`config.mk`:
```
export PLATFORM = sky130hd
export DESIGN_NAME = prim_flop_pipe
export DESIGN_NICKNAME = d
export VERILOG_FILES = /design/src/rtl/prim_flop_pipe_pkg.sv /design/src/rtl/prim_clock_buf.sv /design/src/rtl/prim_flop_en.sv /design/src/rtl/prim_flop_pipe.sv
export SDC_FILE = /design/constraint.sdc
export NUM_CORES = 1
export LEC_CHECK = 0
export BUFFER_PORTS_ARGS = -buffer_cell sky130_fd_sc_hd__buf_2
export CAP_MARGIN = 10
export CORE_AREA = 3 3 40 42
export CTS_CLUSTER_DIAMETER = 40
export DETAILED_ROUTE_END_ITERATION = 10
export DIE_AREA = 0 0 43 45
export RECOVER_POWER = 100
export SLEW_MARGIN = 25
export SYNTH_ARGS = -nofsm -noshare
export SYNTH_HDL_FRONTEND = slang
export SYNTH_HIERARCHICAL = 1
export SYNTH_SLANG_ARGS = --single-unit
```
`constraint.sdc`:
```
create_clock -name clk_i -period 1.8 [get_ports clk_i]
set_clock_uncertainty 0.15 [all_clocks]
set_input_delay 0.18 -clock clk_i [delete_from_list [all_inputs] [get_ports clk_i]]
set_output_delay 0.18 -clock clk_i [all_outputs]
set_load 0.01 [all_outputs]
```
`src/rtl/prim_flop_pipe_pkg.sv`:
```
// prim_flop_pipe_pkg: width helpers shared by the flop pipeline and its stages.
package prim_flop_pipe_pkg;
  function automatic int unsigned cnt_w(input int unsigned depth);
    return $clog2(depth + 1);
  endfunction
  function automatic int unsigned stage_w(input int unsigned width);
    return width + 1;
  endfunction
endpackage

```
`src/rtl/prim_clock_buf.sv`:
```
// prim_clock_buf: stand-in for the technology clock-buffer cell used on control lines.
module prim_clock_buf (
  input  logic in_i,
  output logic out_o
);
  assign out_o = in_i;
endmodule

```
`src/rtl/prim_flop_en.sv`:
```
// prim_flop_en: enabled register with asynchronous active-low reset.
module prim_flop_en #(
  parameter int unsigned     Width      = 1,
  parameter logic [Width-1:0] ResetValue = '0
) (
  input  logic             clk_i,
  input  logic             rst_ni,
  input  logic             en_i,
  input  logic [Width-1:0] d_i,
  output logic [Width-1:0] q_o
);
  logic [Width-1:0] r_q;
  always_ff @(posedge clk_i or negedge rst_ni) begin
    if (!rst_ni) r_q <= ResetValue;
    else if (en_i) r_q <= d_i;
  end
  assign q_o = r_q;
endmodule

```
`src/rtl/prim_flop_pipe.sv`:
```
// prim_flop_pipe: enabled, clearable pipeline of {valid,data} stages with an occupancy counter.
// Define PRIM_FLOP_PIPE_SHADOW_EN to add inverted shadow copies and a sticky integrity error.
module prim_flop_pipe
  import prim_flop_pipe_pkg::*;
#(
  parameter int unsigned      Width      = 1,
  parameter int unsigned      Depth      = 2,
  parameter logic [Width-1:0] ResetValue = '0,
  parameter bit               EnSecBuf   = 1'b0,
  localparam int unsigned     CntW       = cnt_w(Depth)
) (
  input  logic            clk_i,
  input  logic            rst_ni,
  input  logic            en_i,
  input  logic            clr_i,
  input  logic            valid_i,
  input  logic [Width-1:0] d_i,
  output logic            valid_o,
  output logic [Width-1:0] q_o,
  output logic [CntW-1:0] cnt_o,
  output logic            err_o
);
  localparam int unsigned SW = stage_w(Width);
  typedef logic [SW-1:0] stage_t;
  localparam stage_t RstStage = {1'b0, ResetValue};
  if (Depth < 1) begin : g_bad_depth
    $error("prim_flop_pipe: Depth must be >= 1");
  end
  logic w_en_b, w_clr_b, w_en, w_vo;
  stage_t w_d [Depth];
  stage_t w_q [Depth];
  logic [CntW-1:0] r_cnt, w_cnt_nxt;
  if (EnSecBuf) begin : g_secbuf
    prim_clock_buf u_en_buf  (.in_i(en_i),  .out_o(w_en_b));
    prim_clock_buf u_clr_buf (.in_i(clr_i), .out_o(w_clr_b));
  end else begin : g_nobuf
    assign w_en_b  = en_i;
    assign w_clr_b = clr_i;
  end
  assign w_en = w_en_b | w_clr_b;
  for (genvar i = 0; i < Depth; i++) begin : g_stage
    if (i == 0) begin : g_first
      assign w_d[i] = w_clr_b ? RstStage : {valid_i, d_i};
    end else begin : g_next
      assign w_d[i] = w_clr_b ? RstStage : w_q[i-1];
    end
    prim_flop_en #(
      .Width     (SW),
      .ResetValue(RstStage)
    ) u_stage (
      .clk_i (clk_i),
      .rst_ni(rst_ni),
      .en_i  (w_en),
      .d_i   (w_d[i]),
      .q_o   (w_q[i])
    );
  end
  assign w_vo    = w_q[Depth-1][SW-1];
  assign valid_o = w_vo;
  assign q_o     = w_q[Depth-1][Width-1:0];
  assign w_cnt_nxt = w_clr_b ? '0 :
                     w_en_b  ? r_cnt + CntW'(valid_i) - CntW'(w_vo) : r_cnt;
  always_ff @(posedge clk_i or negedge rst_ni) begin
    if (!rst_ni) r_cnt <= '0;
    else r_cnt <= w_cnt_nxt;
  end
  assign cnt_o = r_cnt;
`ifdef PRIM_FLOP_PIPE_SHADOW_EN
  stage_t r_sh [Depth];
  logic [CntW-1:0] r_cnt_sh, w_pop;
  logic r_err, w_mis;
  // Shadows hold the complement so a stuck or flipped bit breaks the pairing.
  always_ff @(posedge clk_i or negedge rst_ni) begin
    if (!rst_ni) begin
      for (int k = 0; k < Depth; k++) r_sh[k] <= ~RstStage;
      r_cnt_sh <= '1;
      r_err    <= 1'b0;
    end else begin
      if (w_en) for (int k = 0; k < Depth; k++) r_sh[k] <= ~w_d[k];
      r_cnt_sh <= ~w_cnt_nxt;
      r_err    <= r_err | w_mis;
    end
  end
  always_comb begin
    w_pop = '0;
    for (int k = 0; k < Depth; k++) w_pop = w_pop + CntW'(w_q[k][SW-1]);
  end
  always_comb begin
    w_mis = (r_cnt_sh != ~r_cnt) || (w_pop != r_cnt);
    for (int k = 0; k < Depth; k++) w_mis = w_mis || (r_sh[k] != ~w_q[k]);
  end
  assign err_o = r_err;
`else
  assign err_o = 1'b0;
`endif
endmodule

```
==> flow_summary.ini <==
[drt]
drt_drc_violations_left = 0
routed_via_density = 4.24
vias = 233
drt_pass1_iterations = 4
drt_iter0_drc = 3
postRouteAntennaNets = 0
met3_length_um = 60
m1WireLength_um = 329
top_layer = met3
wl_met2_um = 233
wirelength_um = 623
avgRoutedWirePerCell_um = 11.3

[setup_path]
critPathMaxFanout = 3
slowest_stage = dfrtp_1
cp-start-kind = register
crit_path_cell_trace = ha_1, inv_1, ha_1, xor2_1, a21oi_1, a31o_1
worstPathRequired_ns = 1.78
critPathKind = reg -> reg
crit_top_cell = ha_1
arrival_ns = 1.61
end_kind = register
critPathMaxStageDelay_ns = 0.40

[final_layout]
area_growth_pct = 25.4
final_cells = 55
fillers = 139
final_cell_mix = dfrtp_1, clkbuf_1, mux2_2
multi_input_area_um2 = 155
fin_area_um2 = 402
antennaDiodeCount = 0
seq_area_um2 = 150
layout-drive-gt1-share = 0.275
final_nets = 50

[clocking]
clk_latency_ns = 0.24
post-cts-setup-buffers = 0
clock_sinks = 6
clk_pin_slew_ns = 0.05
cts-root-buf = clkbuf_4
cts_tree = done
cts_max_path_buffers = 2
ctsHtreeMaxLevel = 1
cts_made_buffers = 3

[pwr]
power_mw = 0.337
swShare = 0.257
p_per_area_nw_per_um2 = 840
power_frac_seq = 0.457
p_leak_nw = 0.211
intPower_mw = 0.251
pwr-share-comb = 0.176
power.switching_mw = 0.0867
irDropWorstVdd_uv = 273
p_clk_frac = 0.366

[synth]
ys_types = 15
yosysTopAreaCellShare = 0.469
avgSynthCellArea_um2 = 11.4
ys_seq_elements = 6
ys_seq_area_frac = 0.469
synth_warnings = 6
synthesis.area_um2 = 320
synthesis.nets = 36
synthTopCellsByArea = dfrtp_1, mux2_2, ha_1, and2b_1, mux2i_1
syn_inst = 28
yosys.area.top_type = dfrtp_1

[sta]
slew_violations = 0
min_period_over_period = 0.903
finalHoldViolations = 0
fin_crit_ns = 1.63
layout_setup_ws_ns = 0.174
fin_tns_setup_ns = 0
rsz0062_at_grt = false
clock.fmax_mhz = 615
setup_violations = 0

[place]
dpl-instance-area_um2 = 377
gp_congestion = 0.715
io_buffers = 9
post-place-ws_ns = 0.189
dp_hpwl_um = 474
dp.cells = 51

[global_routing]
grt_pass1_vias = 217
grt_pass1_wl_um = 986
grt_antenna_before_repair = 0
grt_overflow = 0
grt_max_degree = 9
grtUsageTotal = 0.0738

[floorplan]
die_area_um2 = 1940
fp.dieH_um = 45
ioPinCount = 11
core_um2 = 1280
rows = 13
start_util = 0.249
die_w_um = 43

[outcome]
status = finished, final reports clean

[job]
drv_cap = 0

[hold_path]
hold_path.class = in -> reg
state kept, by name (all words and copies together) (netlist names):
name                 flops
g_stage.u_stage/q_o      4
cnt_o                    2
per-stage QoR:
step                hold WS [ns]   util
CTS                       0.0258  0.318
detailed placement        -0.136  0.293
global placement          -0.136  0.293
finish                    0.0796  0.313
floorplan                 -0.266      -
global route              0.0749  0.313
repair_timing:
action | CTS | global route
hold endpoints to repair | 6 | 0
gates resized for setup | 0 | 0
endpoints found under the setup margin | 0 | 0
hold buffers | 1 | 0
worst max-delay path, delay by kind of cell, from the launching register on:
family / cells / cell delay [ns]
flops: 1 / 0.40
buf+inv: 1 / 0.04
compound gates: 2 / 0.27
xor+xnor: 1 / 0.19
fa+ha+maj: 2 / 0.47
cell usage after synthesis, drive strengths merged:
library cell	instances
dfrtp	6
mux2	4
and2b	3
ha	2
inv	2
nor2	2
a21oi	1
a31o	1
buf	1
conb	1
mux2i	1
nand2b	1
nor2b	1
or2	1
xor2	1
power groups by stage:
stage          clock network [mW]  registers [mW]  logic (mW)
6_report                    0.124           0.154      0.0595
3_5_place_dp                    0           0.156      0.0612
2_1_floorplan                   0           0.158      0.0345
3_3_place_gp                    0           0.155      0.0607
5_1_grt                     0.141           0.156      0.0679
4_1_cts                     0.131           0.154      0.0635
cell type report:
type | instances | area share
Timing Repair Buffer | 10 | 0.118
Inverter | 2 | 0.0187
Clock buffer | 3 | 0.0561
Multi-Input combinational cell | 19 | 0.386
Tap cell | 15 | 0.0467
Sequential cell | 6 | 0.374
worst paths after layout:
| path | endpoint | depth (start not counted) | from | slack, ns |
|---|---|---|---|---|
| worst max-delay path | cnt_o[1]$_DFFE_PN0P_ | 6 | g_stage[1].u_stage/q_o[1]$_DFFE_PN0P_ | 0.17 |
| worst min-delay path | cnt_o[1]$_DFFE_PN0P_ | 2 | en_i | 0.08 |
| worst max register to register | cnt_o[1]$_DFFE_PN0P_ | 6 | g_stage[1].u_stage/q_o[1]$_DFFE_PN0P_ | 0.17 |
| worst min register to register | g_stage[0].u_stage/q_o[0]$_DFFE_PN0P_ | 1 | g_stage[0].u_stage/q_o[0]$_DFFE_PN0P_ | 0.36 |
| max in group asynchronous | cnt_o[0]$_DFFE_PN0P_ | 2 | rst_ni | 1.03 |
| min in group asynchronous | g_stage[0].u_stage/q_o[1]$_DFFE_PN0P_ | 2 | rst_ni | 0.21 |
metal layers:
metal  track usage  vias up
li1              -      115
met1         0.103      108
met2        0.0838       10
met3        0.0239        0
met4        0.0723        0
met5             0        -
cell families after synthesis:
family	share of synthesized area
muxes	0.172
DFF	0.469
buffers and inverters	0.0469
adders and majority gates	0.0781
AOI/OAI and AO/OA	0.0430
and+or+nand+nor	0.152
other	0.0117
xor gates and xnor gates	0.0273
(Power assumes the default switching activity.)
